<file path="src/rtl/recovery_ctrl.sv">
// Branch-mispredict recovery / full-flush sequencer for the ROB/rename backend.
// Optional statistics counters are enabled with `define RECOVERY_CTRL_STATS_EN.
module recovery_ctrl #(
    parameter int unsigned ROB_W        = 4,
    parameter int unsigned MAX_CKPT     = 4,
    parameter int unsigned STALL_CYCLES = 2
) (
    input  logic             clk,
    input  logic             rst_n,
    input  logic [ROB_W-1:0] head_tag_i,
    input  logic             br_disp_i,
    input  logic [ROB_W-1:0] br_tag_i,
    output logic             ckpt_take_o,
    output logic [ROB_W-1:0] ckpt_tag_o,
    output logic             dispatch_stall_o,
    input  logic             bru_valid_i,
    input  logic             bru_mispred_i,
    input  logic [ROB_W-1:0] bru_tag_i,
    input  logic             exc_valid_i,
    output logic             recover_o,
    output logic [ROB_W-1:0] recover_tag_o,
    output logic             flush_o,
    output logic             redirect_o,
    output logic             busy_o
`ifdef RECOVERY_CTRL_STATS_EN
    ,
    output logic [31:0]      mispred_cnt_o,
    output logic [31:0]      flush_cnt_o
`endif
);

    localparam int unsigned DEPTH = 2 ** ROB_W;
    localparam int unsigned CW    = $clog2(STALL_CYCLES + 1);

    typedef enum logic [1:0] {
        S_IDLE,
        S_RECOVER,
        S_FLUSH,
        S_DRAIN
    } state_t;

    state_t             r_state, w_next;
    logic [DEPTH-1:0]   r_live, w_live_nxt;
    logic [ROB_W-1:0]   r_pend_tag, w_pend_nxt;
    logic [CW-1:0]      r_cnt, w_cnt_nxt;
    logic               r_from_flush, w_from_flush_nxt;
    logic [ROB_W:0]     w_live_cnt;
    logic               w_mispred;
    logic               w_take;

    function automatic logic [ROB_W-1:0] age(input logic [ROB_W-1:0] t,
                                             input logic [ROB_W-1:0] h);
        return t - h;
    endfunction

    always_comb begin
        w_live_cnt = '0;
        for (int unsigned i = 0; i < DEPTH; i++)
            w_live_cnt = w_live_cnt + (ROB_W + 1)'(r_live[i]);
    end

    assign w_mispred = bru_valid_i && bru_mispred_i;
    // rst_n gates the grant so every pulse output is low while reset is held
    assign w_take    = rst_n && br_disp_i && (r_state == S_IDLE) &&
                       (w_live_cnt < (ROB_W + 1)'(MAX_CKPT)) &&
                       !w_mispred && !exc_valid_i;

    assign ckpt_take_o      = w_take;
    assign ckpt_tag_o       = w_take ? br_tag_i : '0;
    assign dispatch_stall_o = (r_state != S_IDLE) ||
                              (br_disp_i && (w_live_cnt >= (ROB_W + 1)'(MAX_CKPT)));
    assign recover_o        = (r_state == S_RECOVER);
    assign flush_o          = (r_state == S_FLUSH);
    assign redirect_o       = recover_o || flush_o;
    assign recover_tag_o    = r_pend_tag;
    assign busy_o           = (r_state != S_IDLE);

    always_comb begin
        w_next           = r_state;
        w_pend_nxt       = r_pend_tag;
        w_cnt_nxt        = r_cnt;
        w_from_flush_nxt = r_from_flush;
        unique case (r_state)
            S_IDLE: begin
                if (exc_valid_i) begin
                    w_next = S_FLUSH;
                end else if (w_mispred) begin
                    w_next     = S_RECOVER;
                    w_pend_nxt = bru_tag_i;
                end
            end
            S_RECOVER: begin
                w_next           = S_DRAIN;
                w_cnt_nxt        = CW'(STALL_CYCLES);
                w_from_flush_nxt = 1'b0;
            end
            S_FLUSH: begin
                w_next           = S_DRAIN;
                w_cnt_nxt        = CW'(STALL_CYCLES);
                w_from_flush_nxt = 1'b1;
            end
            S_DRAIN: begin
                // after a full flush every in-flight branch is already squashed
                if (exc_valid_i) begin
                    w_next = S_FLUSH;
                end else if (w_mispred && !r_from_flush &&
                             (age(bru_tag_i, head_tag_i) < age(r_pend_tag, head_tag_i))) begin
                    w_next     = S_RECOVER;
                    w_pend_nxt = bru_tag_i;
                end else if (r_cnt <= CW'(1)) begin
                    w_next    = S_IDLE;
                    w_cnt_nxt = '0;
                end else begin
                    w_cnt_nxt = r_cnt - CW'(1);
                end
            end
            default: w_next = S_IDLE;
        endcase
    end

    always_comb begin
        w_live_nxt = r_live;
        if (w_take)
            w_live_nxt[br_tag_i] = 1'b1;
        if (bru_valid_i && !bru_mispred_i)
            w_live_nxt[bru_tag_i] = 1'b0;
        if (r_state == S_RECOVER) begin
            for (int unsigned i = 0; i < DEPTH; i++)
                if (age(ROB_W'(i), head_tag_i) >= age(r_pend_tag, head_tag_i))
                    w_live_nxt[i] = 1'b0;
        end
        if (r_state == S_FLUSH)
            w_live_nxt = '0;
    end

    always_ff @(posedge clk or negedge rst_n) begin
        if (!rst_n) begin
            r_state      <= S_IDLE;
            r_live       <= '0;
            r_pend_tag   <= '0;
            r_cnt        <= '0;
            r_from_flush <= 1'b0;
        end else begin
            r_state      <= w_next;
            r_live       <= w_live_nxt;
            r_pend_tag   <= w_pend_nxt;
            r_cnt        <= w_cnt_nxt;
            r_from_flush <= w_from_flush_nxt;
        end
    end

`ifdef RECOVERY_CTRL_STATS_EN
    logic [31:0] r_mispred_cnt, r_flush_cnt;

    always_ff @(posedge clk or negedge rst_n) begin
        if (!rst_n) begin
            r_mispred_cnt <= '0;
            r_flush_cnt   <= '0;
        end else begin
            if (w_next == S_RECOVER && r_state != S_RECOVER && r_mispred_cnt != '1)
                r_mispred_cnt <= r_mispred_cnt + 32'd1;
            if (w_next == S_FLUSH && r_state != S_FLUSH && r_flush_cnt != '1)
                r_flush_cnt <= r_flush_cnt + 32'd1;
        end
    end

    assign mispred_cnt_o = r_mispred_cnt;
    assign flush_cnt_o   = r_flush_cnt;
`endif

endmodule

</file>
<file path="config.mk">
export PLATFORM = sky130hd
export DESIGN_NAME = recovery_ctrl
export DESIGN_NICKNAME = d
export VERILOG_FILES = /design/src/rtl/recovery_ctrl.sv
export SDC_FILE = /design/constraint.sdc
export NUM_CORES = 1
export LEC_CHECK = 0
export BUFFER_PORTS_ARGS = -buffer_cell sky130_fd_sc_hd__buf_2
export CORE_ASPECT_RATIO = 1.2
export CORE_MARGIN = 4
export CORE_UTILIZATION = 55
export CTS_CLUSTER_SIZE = 25
export DETAILED_ROUTE_END_ITERATION = 16
export PLACE_DENSITY = 0.75
export SLEW_MARGIN = 20
export SYNTH_ARGS = -nofsm -noshare
export SYNTH_HDL_FRONTEND = slang
export SYNTH_SLANG_ARGS = --single-unit
</file>
<file path="constraint.sdc">
create_clock -name clk -period 8.5 [get_ports clk]
set_clock_uncertainty 0.05 [all_clocks]
set_input_delay 0.425 -clock clk [delete_from_list [all_inputs] [get_ports clk]]
set_output_delay 0.425 -clock clk [all_outputs]
set_load 0.02 [all_outputs]
</file>
* Yosys cells after proc, flatten, opt, wreduce, memory -nomap -nowiden
Cells that the tools add are included.
** Word-level totals
- Flip-flop bits (word level) :: 25
- Bits in latches :: 0
- Bits in writable memories :: 0
- Memory bits (read-only) :: 0
- Input port bits :: 18
- Output and inout port bits :: 14
- Word-level logic and storage cells :: 144
- Memories kept :: 0
** Operators by class
- Add/sub/neg operators :: 34
- $mul :: 0
- Divide/modulo/power cells :: 0
- Magnitude comparators :: 24
- Equality and inequality tests :: 10
- Shift operators :: 0
- Muxes and demuxes :: 41
- Bitwise logic cells :: 3
- Reductions and logical operators :: 27
** Operator list (number)
- $ge A4 B4 Y1 :: 16
- $mux W16 :: 4
- $add A5 B1 Y5 :: 11
- $sub A4 B4 Y4 const A :: 8
- $mux W4 :: 5
- $mux W1 :: 18
- $and A16 B16 Y16 :: 1
- $mux W2 :: 8
- $not A16 Y16 :: 1
- $or A16 B16 Y16 :: 1
- $sub A3 B4 Y4 const A :: 4
- $logic_and A1 B1 Y1 :: 12
- $lt A4 B5 Y1 const B :: 2
- $ne A2 B2 Y1 const B :: 5
- $demux W1 S4 :: 2
- $ge A4 B1 Y1 const B :: 2
- $pmux W4 S2 :: 1
- $reduce_bool A2 Y1 :: 4
- $sub A1 B4 Y4 const A :: 2
- $sub A2 B4 Y4 const A :: 2
- $sub A4 B4 Y4 :: 2
- $pmux W2 S3 :: 1
- $add A4 B1 Y5 :: 1
- $ge A5 B3 Y1 const B :: 1
- other kinds (20) :: 25

* Logic depth before layout (Yosys ltp)
- Depth in word-level cells :: 25
- Gate-level depth with buffers :: 14
- Mapped depth without buffers :: 14

* Least setup slack after synthesis
No wires, ideal clock.
- Path type :: reg2out
- Start point :: reg r_live[0]
- End point :: out ckpt_tag_o[1]
- Arrival :: 3.813 ns
- Required time :: 8.025 ns
- Slack :: 4.212 ns
- Cell stages (with the launch flop) :: 14
- Path buffers :: 0
- Cells stage by stage :: dfrtp_1 -> inv_1 -> fa_1 -> fa_1 -> fa_1 -> fa_1 -> inv_1 -> ha_1 -> inv_1 -> fa_1 -> nor3b_1 -> a21oi_2 -> nor2_4 -> and2_1
** Between the ends
- Longest elaborated chain between the ends :: 20
** RTL lines
- from (decl) :: RTL line 43 : logic [DEPTH-1:0] r_live, w_live_nxt;
- from (signal assigned) :: RTL line 145 : r_live <= w_live_nxt;
- $add A1 B1 Y2 :: RTL line 59 : w_live_cnt = w_live_cnt + (ROB_W + 1)'(r_live[i]);
- $add A2 B1 Y3 :: RTL line 59
- $add A3 B1 Y4 :: RTL line 59
- $add A4 B1 Y5 :: RTL line 59
- $add A5 B1 Y5 (11 in series) :: RTL line 59
- $lt A5 B3 Y1 :: RTL line 65 : (w_live_cnt < (ROB_W + 1)'(MAX_CKPT)) &&
- $logic_and A1 B1 Y1 :: RTL line 64 : assign w_take = rst_n && br_disp_i && (r_state == S_IDLE) &&
- $logic_and A1 B1 Y1 :: RTL line 65
- $logic_and A1 B1 Y1 :: RTL line 66 : !w_mispred && !exc_valid_i;
- via ckpt_take_o :: RTL line 13 : output logic ckpt_take_o,
- $mux W4 :: RTL line 69 : assign ckpt_tag_o = w_take ? br_tag_i : '0;
- to (decl) :: RTL line 14 : output logic [ROB_W-1:0] ckpt_tag_o,
The timed path passes the listed nets, and every way through them passes these cells.

* Worst setup path in the final report
- Start point :: reg r_live[0]
- End point :: out ckpt_tag_o[2]
** Between the ends
- Longest elaborated chain between the ends :: 20
** RTL lines (RTL line)
- $add A1 B1 Y2 :: 59
- $add A2 B1 Y3 :: 59
- $add A3 B1 Y4 :: 59
- $add A4 B1 Y5 :: 59
- $add A5 B1 Y5 (11 in series) :: 59
- $lt A5 B3 Y1 :: 65
- $logic_and A1 B1 Y1 :: 64
- $logic_and A1 B1 Y1 :: 65
- $logic_and A1 B1 Y1 :: 66
- $mux W4 :: 69
Every way passes these cells.

==> results.yml <==
clock_tree:
  post-cts-setup-buffer-count: 0
  clock_latency_ns: 0.28
  clock_path_buffers: 2
  cts_root_buf: "clkbuf_8"
  clkSinkCount: 25
  numCtsBuffers: 3
  hold_buffers: 0
  clkSlewWorstSetupHoldPaths_ns: 0.10
  htree_levels: 1
  cts_tree: "built"
  ctsResizeCount: 0
setup_path:
  cp_data_arrival_time_ns: 4.21
  cp_max_fo: 8
  r2r-start: "r_live[0]"
  crit_type: "register to output port"
  startpoint: "r_live[0]"
  crit_path_start_kind: "register"
  cp-end-kind: "output port"
  cp.required_ns: 8.03
floorplanning:
  core_area_um2: 5330
  row_count: 29
  start_util: 0.575
  die_x_um: 76.2
  die-area_um2: 6840
  ios: 32
  fp.dieH_um: 89.8
global_routing:
  grt_pass1_vias: 2445
  grt_pass1_wl_mm: 11.8
  grtUsageTotal: 0.204
  grt.overflow.total: 0
  antenna_found_initial: 0
  grt_start_max_net_pins: 27
timing:
  hold_viol_final: 0
  rsz0062_at_grt: "false"
  drv_slew: 0
  period_share: 0.551
  slew_headroom: 0.427
  hold_ws_ns: 0.0765
  setup_tns_ns: 0
  worst_slew_pin_slew_ns: 0.857
  setup_violations: 0
  period_minus_slack_ns: 4.69
  fmax_ghz: 0.213
synthesis:
  syn_avg_cell_area_um2: 9.41
  synth_flop_cell: "dfrtp_1"
  yosys_warnings: 0
  syn_area_um2: 3070
  ys_ff_latch: 25
  postSynthCellCount: 326
  ys_types: 48
  async_flop_share: 1.00
  synth-edff-count: 0
  ys_seq_area_frac: 0.204
  synth_nets: 410
worst_hold_path:
  hold_class: "input port to async pin"
route:
  drc: 0
  vias: 2420
  antenna_left: 0
  viasPerCell: 5.80
  drt_iter0_drc: 149
  wl_per_cell_um: 15.9
  wirelength_mm: 6.61
  drt_first_pass_iters: 5
placement:
  gp_congestion: 0.876
  dp.cells: 413
  dp_hpwl_mm: 5.55
  portBuffers: 31
outcome:
  status: "finished clean"
pwr:
  p_leak_nw: 1.58
  pwr_density_cell_nw_per_um2: 268
  ir_drop_mv: 0.240
flow_run:
  cap_violations: 0
cells_and_area:
  layout.nets: 440
  n_antenna_cell: 0
  finalNonFillerCells: 417
  final_cell_mix: "inv_1 (53), ha_1 (53), buf_2 (31)"
  areaGrowthSynthToFinish_pct: 8.49
  drive_gt1_frac: 0.166
[flip-flops by register name, indices dropped and copies added, names as in the netlist]
name	flops
r_cnt	2
r_live	16
r_state	2
recover_tag_o	4
r_from_flush	1
[Yosys cell counts (2+ instances only)]
cell type | number | area [µm²]
ha_1 | 53 | 663
inv_1 | 53 | 199
dfrtp_1 | 25 | 626
a21oi_1 | 23 | 115
nor2b_1 | 16 | 100
nand2_1 | 15 | 56.3
fa_1 | 13 | 260
o21a_1 | 12 | 90.1
xnor2_1 | 9 | 78.8
a211oi_1 | 8 | 60.1
a2111oi_2 | 7 | 105
clkbuf_1 | 7 | 26.3
nor2_1 | 7 | 26.3
xor2_1 | 6 | 52.6
a221o_1 | 5 | 50.1
and2_1 | 5 | 31.3
nor3_1 | 5 | 25.0
o21ai_0 | 5 | 25.0
a21o_1 | 4 | 30.0
a41oi_1 | 4 | 35.0
mux2_2 | 4 | 45.0
o22ai_1 | 4 | 25.0
or3b_1 | 4 | 35.0
nand3_1 | 3 | 15.0
a2111oi_1 | 2 | 20.0
and3_1 | 2 | 12.5
nand2b_1 | 2 | 12.5
nor3b_1 | 2 | 15.0
o2111ai_1 | 2 | 17.5
[critical path, stage by stage (launching register included)]
cell	delay, ns
dfrtp_1	0.35
inv_1	0.06
fa_1	0.56
fa_1	0.44
fa_1	0.53
fa_1	0.40
inv_1	0.06
ha_1	0.16
inv_1	0.06
fa_1	0.38
nor4b_2	0.18
a21oi_2	0.36
nor2_4	0.09
and2_1	0.17
buf_2	0.15
[power breakdown]
group	leakage (nW)	internal (W)	total [W]	switching, W
registers	0.330	0.000141	0.000161	0.0000201
clock network	0.0255	0.0000329	0.0000725	0.0000396
logic	1.23	0.000272	0.000657	0.000385
total	1.58	0.000446	0.000890	0.000445
[through the flow]
| stage | utilization | area, µm² | power, W | setup WS [ns] |
|---|---|---|---|---|
| 2_1_floorplan | - | 3070 | 0.000657 | 4.21 |
| 3_3_place_gp | 0.615 | 3280 | 0.000793 | 4.15 |
| 3_5_place_dp | 0.615 | 3280 | 0.000818 | 4.07 |
| 4_1_cts | 0.624 | 3330 | 0.000899 | 3.79 |
| 5_1_grt | 0.624 | 3330 | 0.00100 | 3.56 |
| 6_report | 0.624 | 3330 | 0.000890 | 3.81 |
[logic make-up (layout without fill, tap and decap cells)]
family	after synthesis	after routing	synth area share
xor+xnor	16	16	0.0481
simple gates	68	68	0.139
fa+ha+maj	66	66	0.301
mux	5	5	0.0180
compound gates	85	85	0.215
buf+inv	61	90	0.0747
flops	25	25	0.204
[final cells by class]
class                   instances  area, µm²
repair buffers                 32        163
clock inverters                 1       5.00
clock buffers                   3       41.3
flip-flops and latches         25        626
fillers                       466       2010
well taps                      62       77.6
multi-input cells             240       2210
inverters                      54        203
[final timing paths]
check	endpoint	slack, ns	cells past startpoint
min in group clk	recover_tag_o[2]	0.41	2
setup / recovery	ckpt_tag_o[2]	3.81	14
max in group asynchronous	r_live[8]	7.92	1
setup reg to reg	r_live[11]	4.12	14
hold / removal	recover_tag_o[3]	0.08	1
hold reg to reg	r_cnt[0]	0.47	1
[per-layer routing]
metal,up-vias,global-route usage,wire length (µm)
met4,0,0.0569,127
met2,33,0.348,3320
met1,1166,0.273,2990
met3,10,0.0190,174
li1,1211,-,-
met5,-,0,0
(Power assumes the default switching activity.)
